[config.mk]
export PLATFORM = sky130hd
export DESIGN_NAME = multicycle_control
export DESIGN_NICKNAME = d
export VERILOG_FILES = /design/src/rtl/riscv_ctrl_pkg.sv /design/src/rtl/mem_wait_timer.sv /design/src/rtl/multicycle_control.sv
export SDC_FILE = /design/constraint.sdc
export NUM_CORES = 1
export LEC_CHECK = 0
export BUFFER_PORTS_ARGS = -buffer_cell sky130_fd_sc_hd__buf_4
export CAP_MARGIN = 5
export CELL_PAD_IN_SITES_DETAIL_PLACEMENT = 0
export CELL_PAD_IN_SITES_GLOBAL_PLACEMENT = 1
export CORE_AREA = 5 5 101 103
export CTS_BUF_LIST = sky130_fd_sc_hd__clkbuf_8 sky130_fd_sc_hd__clkbuf_16
export DETAILED_ROUTE_END_ITERATION = 7
export DIE_AREA = 0 0 106 108
export GPL_TIMING_DRIVEN = 0
export PLACE_DENSITY = 0.73
export REMOVE_ABC_BUFFERS = 1
export SKIP_LAST_GASP = 1
export SLEW_MARGIN = 20
export SYNTH_ARGS = -nofsm -noshare
export SYNTH_HDL_FRONTEND = slang
export SYNTH_HIERARCHICAL = 1
export SYNTH_SLANG_ARGS = --single-unit
[constraint.sdc]
create_clock -name clk_i -period 3.8 [get_ports clk_i]
set_input_delay 0.38 -clock clk_i [delete_from_list [all_inputs] [get_ports clk_i]]
set_output_delay 0.38 -clock clk_i [all_outputs]
set_load 0.02 [all_outputs]
[src/rtl/riscv_ctrl_pkg.sv]
`default_nettype none
// ============================================================================
// Module      : riscv_ctrl_pkg
// Description : Shared opcodes, ALU-op / write-back encodings and FSM states
//               for the multicycle RV32I main controller.
// Revision    : 1.0  initial release
// ============================================================================
package riscv_ctrl_pkg;

   // RV32I major opcodes handled by the controller
   localparam logic [6:0] OP_R   = 7'b0110011;
   localparam logic [6:0] OP_I   = 7'b0010011;
   localparam logic [6:0] OP_LW  = 7'b0000011;
   localparam logic [6:0] OP_SW  = 7'b0100011;
   localparam logic [6:0] OP_BEQ = 7'b1100011;
   localparam logic [6:0] OP_JAL = 7'b1101111;

   // ALU operation select (base 2-bit encoding)
   localparam logic [1:0] ALU_ADD   = 2'b00;
   localparam logic [1:0] ALU_SUB   = 2'b01;
   localparam logic [1:0] ALU_RFUNC = 2'b10;
   localparam logic [1:0] ALU_IFUNC = 2'b11;

   // Register write-back source select
   localparam logic [1:0] WB_ALU = 2'b00;
   localparam logic [1:0] WB_MEM = 2'b01;
   localparam logic [1:0] WB_PC4 = 2'b10;

   // Controller states, one per cycle of the multicycle sequence
   typedef enum logic [3:0] {
      S_FETCH  = 4'd0,
      S_DECODE = 4'd1,
      S_EXEC   = 4'd2,
      S_ALUWB  = 4'd3,
      S_ADDR   = 4'd4,
      S_MEMRD  = 4'd5,
      S_MEMWB  = 4'd6,
      S_MEMWR  = 4'd7,
      S_BRANCH = 4'd8,
      S_JAL    = 4'd9,
      S_TRAP   = 4'd10
   } state_e;

endpackage
`default_nettype wire

[src/rtl/mem_wait_timer.sv]
`default_nettype none
// ============================================================================
// Module      : mem_wait_timer
// Description : Counts consecutive memory wait cycles and flags a timeout
//               when ready is still low once TIMEOUT cycles have elapsed.
// Revision    : 1.0  initial release
// ============================================================================
module mem_wait_timer #(
   parameter int TIMEOUT = 15
) (
   input  logic clk_i,
   input  logic rst_i,
   input  logic wait_en_i,
   input  logic ready_i,
   output logic timeout_o
);

   localparam logic [7:0] LIMIT = 8'(TIMEOUT);

   logic [7:0] count_q;
   logic [7:0] count_d;
   logic       stalled;

   // A stalled cycle is a memory-phase cycle without ready; anything else
   // means the state moves on, so the count restarts from zero.
   always_comb begin
      stalled   = wait_en_i && !ready_i;
      timeout_o = stalled && (count_q == LIMIT);
      count_d   = 8'd0;
      if (stalled && (count_q != LIMIT)) begin
         count_d = count_q + 8'd1;
      end
   end

   // Wait counter register, cleared by the active-low reset
   always_ff @(posedge clk_i) begin
      if (!rst_i) begin
         count_q <= 8'd0;
      end else begin
         count_q <= count_d;
      end
   end

endmodule
`default_nettype wire

[src/rtl/multicycle_control.sv]
`default_nettype none
// ============================================================================
// Module      : multicycle_control
// Description : Sequenced main controller for the multicycle RV32I datapath
//               with memory handshake, flush, timeout and illegal-op traps.
// Revision    : 1.0  initial release
// ============================================================================
module multicycle_control
   import riscv_ctrl_pkg::*;
#(
   parameter int ALUOP_W = 2,
   parameter int TIMEOUT = 15,
   parameter int CNT_W   = 32
) (
   input  logic               clk_i,
   input  logic               rst_i,
   input  logic [6:0]         op_i,
   input  logic               zero_i,
   input  logic               flush_i,
   input  logic               mem_ready_i,
   output logic               pc_write_o,
   output logic               pc_src_o,
   output logic               ir_write_o,
   output logic               iord_o,
   output logic               mem_read_o,
   output logic               mem_write_o,
   output logic               alu_src_a_o,
   output logic               alu_src_b_o,
   output logic [ALUOP_W-1:0] alu_op_o,
   output logic               reg_write_o,
   output logic [1:0]         wb_sel_o,
   output logic               illegal_o,
   output logic               bus_err_o,
   output logic [CNT_W-1:0]   instret_o,
   output logic               busy_o
);

   state_e             state_q, state_d;
   logic               is_imm_q, is_imm_d;    // decoded I-type ALU op
   logic               is_load_q, is_load_d;  // decoded load vs store
   logic               illegal_q, illegal_d;
   logic               bus_err_q, bus_err_d;
   logic [CNT_W-1:0]   instret_q, instret_d;
   logic               retire;
   logic               wait_en;
   logic               timeout;
   logic [1:0]         alu_op;

   assign wait_en = (state_q == S_FETCH) || (state_q == S_MEMRD) ||
                    (state_q == S_MEMWR);

   mem_wait_timer #(
      .TIMEOUT (TIMEOUT)
   ) u_wait_timer (
      .clk_i     (clk_i),
      .rst_i     (rst_i),
      .wait_en_i (wait_en),
      .ready_i   (mem_ready_i),
      .timeout_o (timeout)
   );

   assign alu_op_o  = ALUOP_W'(alu_op);
   assign illegal_o = illegal_q;
   assign bus_err_o = bus_err_q;
   assign instret_o = instret_q;
   assign busy_o    = (state_q != S_FETCH);

   // Next-state, decoded-class latches, traps and per-state control strobes
   always_comb begin
      state_d     = state_q;
      is_imm_d    = is_imm_q;
      is_load_d   = is_load_q;
      illegal_d   = illegal_q;
      bus_err_d   = bus_err_q;
      retire      = 1'b0;
      pc_write_o  = 1'b0;
      pc_src_o    = 1'b0;
      ir_write_o  = 1'b0;
      iord_o      = 1'b0;
      mem_read_o  = 1'b0;
      mem_write_o = 1'b0;
      alu_src_a_o = 1'b0;
      alu_src_b_o = 1'b0;
      alu_op      = ALU_ADD;
      reg_write_o = 1'b0;
      wb_sel_o    = WB_ALU;
      case (state_q)
         S_FETCH: begin
            mem_read_o = 1'b1;
            if (mem_ready_i) begin
               ir_write_o = 1'b1;
               pc_write_o = 1'b1;
               state_d    = S_DECODE;
            end else if (timeout) begin
               bus_err_d = 1'b1;
               state_d   = S_TRAP;
            end
         end
         S_DECODE: begin
            // Branch/jump target is precomputed here from old PC + imm
            alu_src_a_o = 1'b1;
            alu_src_b_o = 1'b1;
            if (flush_i) begin
               state_d = S_FETCH;
            end else begin
               case (op_i)
                  OP_R:   begin state_d = S_EXEC;   is_imm_d  = 1'b0; end
                  OP_I:   begin state_d = S_EXEC;   is_imm_d  = 1'b1; end
                  OP_LW:  begin state_d = S_ADDR;   is_load_d = 1'b1; end
                  OP_SW:  begin state_d = S_ADDR;   is_load_d = 1'b0; end
                  OP_BEQ: state_d = S_BRANCH;
                  OP_JAL: state_d = S_JAL;
                  default: begin
                     state_d   = S_TRAP;
                     illegal_d = 1'b1;
                  end
               endcase
            end
         end
         S_EXEC: begin
            alu_src_b_o = is_imm_q;
            alu_op      = is_imm_q ? ALU_IFUNC : ALU_RFUNC;
            state_d     = S_ALUWB;
         end
         S_ALUWB: begin
            reg_write_o = 1'b1;
            wb_sel_o    = WB_ALU;
            retire      = 1'b1;
            state_d     = S_FETCH;
         end
         S_ADDR: begin
            alu_src_b_o = 1'b1;
            alu_op      = ALU_ADD;
            state_d     = is_load_q ? S_MEMRD : S_MEMWR;
         end
         S_MEMRD: begin
            mem_read_o = 1'b1;
            iord_o     = 1'b1;
            if (mem_ready_i) begin
               state_d = S_MEMWB;
            end else if (timeout) begin
               bus_err_d = 1'b1;
               state_d   = S_TRAP;
            end
         end
         S_MEMWB: begin
            reg_write_o = 1'b1;
            wb_sel_o    = WB_MEM;
            retire      = 1'b1;
            state_d     = S_FETCH;
         end
         S_MEMWR: begin
            mem_write_o = 1'b1;
            iord_o      = 1'b1;
            if (mem_ready_i) begin
               retire  = 1'b1;
               state_d = S_FETCH;
            end else if (timeout) begin
               bus_err_d = 1'b1;
               state_d   = S_TRAP;
            end
         end
         S_BRANCH: begin
            alu_op     = ALU_SUB;
            pc_write_o = zero_i;
            pc_src_o   = 1'b1;
            retire     = 1'b1;
            state_d    = S_FETCH;
         end
         S_JAL: begin
            reg_write_o = 1'b1;
            wb_sel_o    = WB_PC4;
            pc_write_o  = 1'b1;
            pc_src_o    = 1'b1;
            retire      = 1'b1;
            state_d     = S_FETCH;
         end
         S_TRAP: begin
            state_d = S_TRAP;
         end
         default: begin
            state_d = S_FETCH;
         end
      endcase
      instret_d = retire ? (instret_q + CNT_W'(1)) : instret_q;
   end

   // State and status registers; reset overrides everything, including TRAP
   always_ff @(posedge clk_i) begin
      if (!rst_i) begin
         state_q   <= S_FETCH;
         is_imm_q  <= 1'b0;
         is_load_q <= 1'b0;
         illegal_q <= 1'b0;
         bus_err_q <= 1'b0;
         instret_q <= '0;
      end else begin
         state_q   <= state_d;
         is_imm_q  <= is_imm_d;
         is_load_q <= is_load_d;
         illegal_q <= illegal_d;
         bus_err_q <= bus_err_d;
         instret_q <= instret_d;
      end
   end

endmodule
`default_nettype wire

# Word-level counts from Yosys, hierarchy flattened
# Index checks and enable logic that the tools add are counted.
[totals]
ff_bits = 48
in_bits = 12
output_inout_bits = 48
[classes]
reduce_logical = 25
n_addsub = 2
eq_ne = 18
n_bitwise = 3
mux = 24
[op_table]
columns = ["op", "count"]
rows = [
  ["32-bit by 1-bit adder with 32-bit output (second input constant)", 1],
  ["4-bit case mux with 7 select lines", 1],
  ["4-bit two-way mux", 5],
  ["4-bit by 3-bit == test with 1-bit output (second input constant)", 4],
  ["4-bit case mux with 4 select lines", 1],
  ["7-bit by 6-bit == test with 1-bit output (second input constant)", 2],
  ["7-bit == test (second input constant)", 2],
  ["4-bit == test (second input constant)", 3],
  ["3-bit AND reduction", 4],
  ["2-bit OR reduction", 6],
  ["1-bit two-way mux", 9],
  ["8-bit by 1-bit adder with 8-bit output (second input constant)", 1],
  ["4-bit by 2-bit == test with 1-bit output (second input constant)", 2],
  ["8-bit by 4-bit == test with 1-bit output (second input constant)", 1],
  ["8-bit by 4-bit != test with 1-bit output (second input constant)", 1],
  ["1-bit case mux with 2 select lines", 4],
  ["2-bit case mux with 2 select lines", 2],
  ["7-bit by 2-bit == test with 1-bit output (second input constant)", 1],
  ["7-bit by 5-bit == test with 1-bit output (second input constant)", 1],
  ["3-bit OR reduction", 2],
  ["6-bit OR reduction", 1],
  ["4-bit by 1-bit == test with 1-bit output (second input constant)", 1],
  ["4-bit zero test", 1],
  ["2-bit nonzero test", 2],
  ["other kinds (9)", 14],
]

# Depth between registers and ports, before layout
[depth]
ltp_word = 8
mapped_depth = 9

# Cells and area by module
# The synthesis kept the hierarchy.
[by_module_without_submodules]
columns = ["module", "area_per_inst_um2", "seq_area_each_um2", "n_inst", "cells_each"]
rows = [
  ["multicycle_control", 2341.0, 800.8, 1, 274],
  ["mem_wait_timer", 360.3, 160.2, 1, 40],
]

# Least setup slack after synthesis
# Ideal clock, no wire load.
[synth_path]
path_type = "register -> register"
start = "register state_q[1]"
end = "register state_q[1]"
period_less_slack_ns = 2.477
path_stages_with_launch = 10
setup_ns = 0.075
path_slack_ns = 1.323
arrival_time_ns = 2.402
path_cell_list = "dfxtp_1 > clkbuf_1 > or4_1 > o21ai_0 > nor3b_1 > nor4b_1 > a31oi_1 > o32ai_1 > nand2_1 > a31oi_1"
[synth_via]
elab_chain_len = 8
word_cells_on_any_way = 16
[synth_lines]
columns = ["element", "line_no", "source"]
rows = [
  ["from (decl)", "multicycle_control.sv:38", "state_e state_q, state_d;"],
  ["from (signal assigned)", "multicycle_control.sv:198", "state_q <= state_d;"],
  ["4-bit by 3-bit == test with 1-bit output or 4-bit zero test (tied branches)", "multicycle_control.sv:49", "assign wait_en = (state_q == S_FETCH) || (state_q == S_MEMRD) ||"],
  ["1-bit logical OR", "multicycle_control.sv:49", ""],
  ["1-bit logical OR *", "multicycle_control.sv:49", ""],
  ["net wait_en", "multicycle_control.sv:45", "logic wait_en;"],
  ["1-bit logical AND *", "mem_wait_timer.sv:27", "stalled = wait_en_i && !ready_i;"],
  ["1-bit logical AND *", "mem_wait_timer.sv:28", "timeout_o = stalled && (count_q == LIMIT);"],
  ["net timeout", "multicycle_control.sv:46", "logic timeout;"],
  ["4-bit two-way mux *", "--", ""],
  ["4-bit two-way mux, on equally long branches", "--", ""],
  ["4-bit case mux with 7 select lines *", "multicycle_control.sv:87", "case (state_q)"],
]
# The timed path passes the listed nets; every way through them passes the cells marked *.
# A chain may end at the register's enable or synchronous reset.

# Final worst setup path
[layout_path]
start = "register state_q[1]"
end = "register instret_q[31], in the netlist instret_o[31]"
[layout_via]
elab_chain_len = 3
word_cells_on_any_way = 7
[layout_lines]
columns = ["element", "line_no", "source"]
rows = [
  ["4-bit == test, or another cell as far along", "multicycle_control.sv:87", ""],
  ["4-bit OR reduction (no line)", "--", ""],
  ["1-bit case mux with 2 select lines *", "multicycle_control.sv:87", ""],
  ["to (signal assigned)", "multicycle_control.sv:203", "instret_q <= instret_d;"],
  ["to (decl)", "multicycle_control.sv:43", "logic [CNT_W-1:0] instret_q, instret_d;"],
]
# Every way passes the cells marked *; elsewhere a longest branch is shown, timed or not.

==> run_results.csv <==
group,metric,value,unit
global_routing,overflow,0,
power_and_ir_drop,peakVddDrop,0.147,mV
placement,dp.final_hpwl,4800,microns
worst_setup_path,critPathMaxFanout,25,
synthesis,synthXorXnorAreaFrac,7.13,%
global_routing,grt_max_degree,45,
worst_setup_path,max_stage_delay,0.80,ns
synthesis,syn_area_per_cell,8.60,sq um
sta,setup_viol,0,
synthesis,muxShareOfSynthArea,0.371,%
synthesis,syn_inst,314,
sta,relSlewSlack,46.1,%
worst_setup_path,worst-setup-path-type,"reg2reg",
worst_hold_path,hold_class,"in2reg",
synthesis,syn-cell-area,2700,sq um
floorplanning,io_pins,60,
synthesis,synth_top_family_by_area,"simple AND/OR/NAND/NOR gates",
placement,io_buffers,59,
cts,cts_tree,"built",
cts,clkLatencyLatePin,0.30,ns
sta,fmax,365,MHz
worst_setup_path,critPathLaunch,"state_q[1]",
route,detail_route.first_pass.iterations,4,
worst_setup_path,r2r_cells,5,
floorplanning,die_h,108,microns
floorplanning,coreArea,9110,sq um
route,post_drt_wl_per_cell,14.1,microns
sta,finalCritPeriodShare,72.1,%
placement,place_congestion,0.752,
route,drc,0,
synthesis,yosysSeqAreaShare,35.6,%
route,drtIter0Drc,115,
route,wirelength,6680,microns
job,cap_violations,0,
cts,cts_made_buffers,5,
worst_setup_path,cp-end-kind,"register",
synthesis,yosysUniqueCellTypes,60,
synthesis,ys_ff_latch,48,
floorplanning,dieWidth,106,microns
global_routing,grt_pass1_wl,11100,microns
worst_hold_path,holdPathEnd,"is_load_q",
finish,fillers,967,
route,vias_per_cell,5.23,
worst_hold_path,min_path_cells,3,
global_routing,antenna_found_initial,0,
placement,post-place-ws,1.03,ns
finish,stdcell_area,3300,sq um
sta,skew,0.00564,ns
synthesis,synth_flop_cell,"dfxtp_1",
worst_setup_path,cp.arrival,2.97,ns
global_routing,grt_use_total,11.6,%
sta,setup_ws,1.06,ns
route,ant_nets,0,
power_and_ir_drop,total_power,1.04,mW
worst_setup_path,r2r-end,"instret_o[31]",
worst_setup_path,r2r_start,"state_q[1]",
finish,area_growth,22.3,%
cts,hold_buffers,0,
sta,tightest_slew,0.808,ns
cts,clk_path_buf_depth,2,
sta,maxSlewViolCount,0,
placement,place_inst,467,
global_routing,grt_pass1_vias,2291,
synthesis,synth_compound_area_share,21.6,%
cts,post_cts_buffers,0,
synthesis,ys.warnings.count,6,
power_and_ir_drop,p_leak,1.20,nW
floorplanning,die_area,11400,sq um
worst_setup_path,cp-start-kind,"register",
sta,hold_viol,0,
sta,holdWs,0.377,ns
status,status,"finished, final reports clean",
synthesis,async_flop_share,0,%
sta,period_needed,2.74,ns
worst_setup_path,worstPathRequired,4.03,ns
finish,layout-drive-gt1-share,22.3,%
floorplanning,num_rows,35,
finish,final_util,36.3,%
worst_hold_path,min-delay-start,"op_i[5]",
floorplanning,floorplan.initialDensity,29.7,%
synthesis,synthSimpleGateAreaFrac,30.0,%
worst_setup_path,worstPathCellList,"and4bb_1 > or2_1 > o21ai_2 > or3_1 > a21boi_0",
sta,rsz0062_at_grt,"false",
cts,clock-sinks,48,
cts,clk_pin_slew,0.09,ns
cts,ctsResizeCount,0,
worst_setup_path,regToRegSetupSlack,1.06,ns
cts,cts_max_level,2,
power_and_ir_drop,power_density,314,nW/um^2
worst_setup_path,crit_slowest_cell,"dfxtp_1",
sta,tns,0,ns
route,vias,2482,
finish,diodes,0,
cts,clockRootBuffer,"clkbuf_8",
placement,post_dp_cell_area,3190,sq um
finish,final_cells,475,
synthesis,synthAdderAreaFrac,0.926,%
finish,layout.nets,377,
synthesis,synth_edf_count,0,
[power breakdown]
part	switching [mW]	internal, mW
registers	0.0223	0.510
clock network	0.173	0.195
logic	0.0783	0.0590
total	0.274	0.764
[worst max-delay path by stage]
stage,to,slack (ns),cells past startpoint
3_5_place_dp,instret_o[31],1.03,5
2_1_floorplan,state_q[1],1.34,8
6_report,instret_o[31],1.06,5
5_1_grt,instret_o[31],0.77,5
4_1_cts,instret_o[31],1.02,5
3_3_place_gp,instret_o[31],1.09,5
[synth_stat cells, drive strengths merged, types with 2 or more instances]
cell      n  area (sq um)
o21a      3          22.5
and3      4          25.0
xnor2    19           166
nand2    21          78.8
nand4    11          83.8
o31ai     2          15.0
nor3      6          35.0
nand3    16          85.1
o21ai    23           130
ha        2          25.0
xor2      3          26.3
o2111ai   9          85.1
o41ai     3          26.3
nand2b    6          37.5
a21boi    9          67.6
o211ai    5          37.5
nor2     16          62.6
or3      11          68.8
and2     18           113
o311ai    3          26.3
nor3b     4          35.0
buf       6          48.8
nor4      8          71.3
a31o      2          17.5
or4       3          22.5
a21oi    10          53.8
inv       7          26.3
clkbuf   11          42.5
dfxtp    48           961
a31oi     6          37.5
nor4b     5          43.8
[cells in the final DEF (no fill, tap or decap), types with 7 or more instances in the layout]
master and instances:
nand3_1 15, nor2_1 15, buf_4 59, o2111ai_1 8, xnor2_1 19, dfxtp_1 48
and2_1 18, a21oi_1 9, or3_1 11, o21ai_0 19, inv_1 7, nand2_1 21
nand4_1 10
[worst max-delay path, delay by kind of cell (launching register included)]
kind,cells,cell delay (ns)
AND/OR/NAND/NOR,3,1.38
AO/OA/AOI/OAI,2,0.49
flip-flops,1,0.80
[logic make-up after synthesis]
| kind of cell | count (synthesis) |
|---|---|
| buffers and inverters | 24 |
| AO/OA/AOI/OAI | 82 |
| AND/OR/NAND/NOR | 135 |
| multiplexers | 1 |
| adder cells (fa/ha/maj) | 2 |
| XOR/XNOR | 22 |
| flip-flops | 48 |
[layout make-up]
cell class	instances	area [sq um]	area share, %
Sequential cell	48	961	29.1
Clock buffer	5	68.8	2.08
Timing Repair Buffer	59	443	13.4
Clock inverter	3	42.5	1.29
Multi-Input combinational cell	242	1620	49.1
Inverter	7	26.3	0.795
Tap cell	111	139	4.20
[metal layers]
metal | GRT usage (%) | part of all wire [%]
met2 | 19.6 | 46
met5 | 0 | 0
met1 | 15.2 | 50
met3 | 2.27 | 3.2
met4 | 3.05 | 0.79
[state kept, by name (all words and copies together), names as in the netlist]
| signal | cells |
|---|---|
| illegal_o | 1 |
| bus_err_o | 1 |
| u_wait_timer/count_q | 8 |
| is_load_q | 1 |
| instret_o | 32 |
| is_imm_q | 1 |
| state_q | 4 |
No activity file was read; power rests on OpenSTA's default activity.
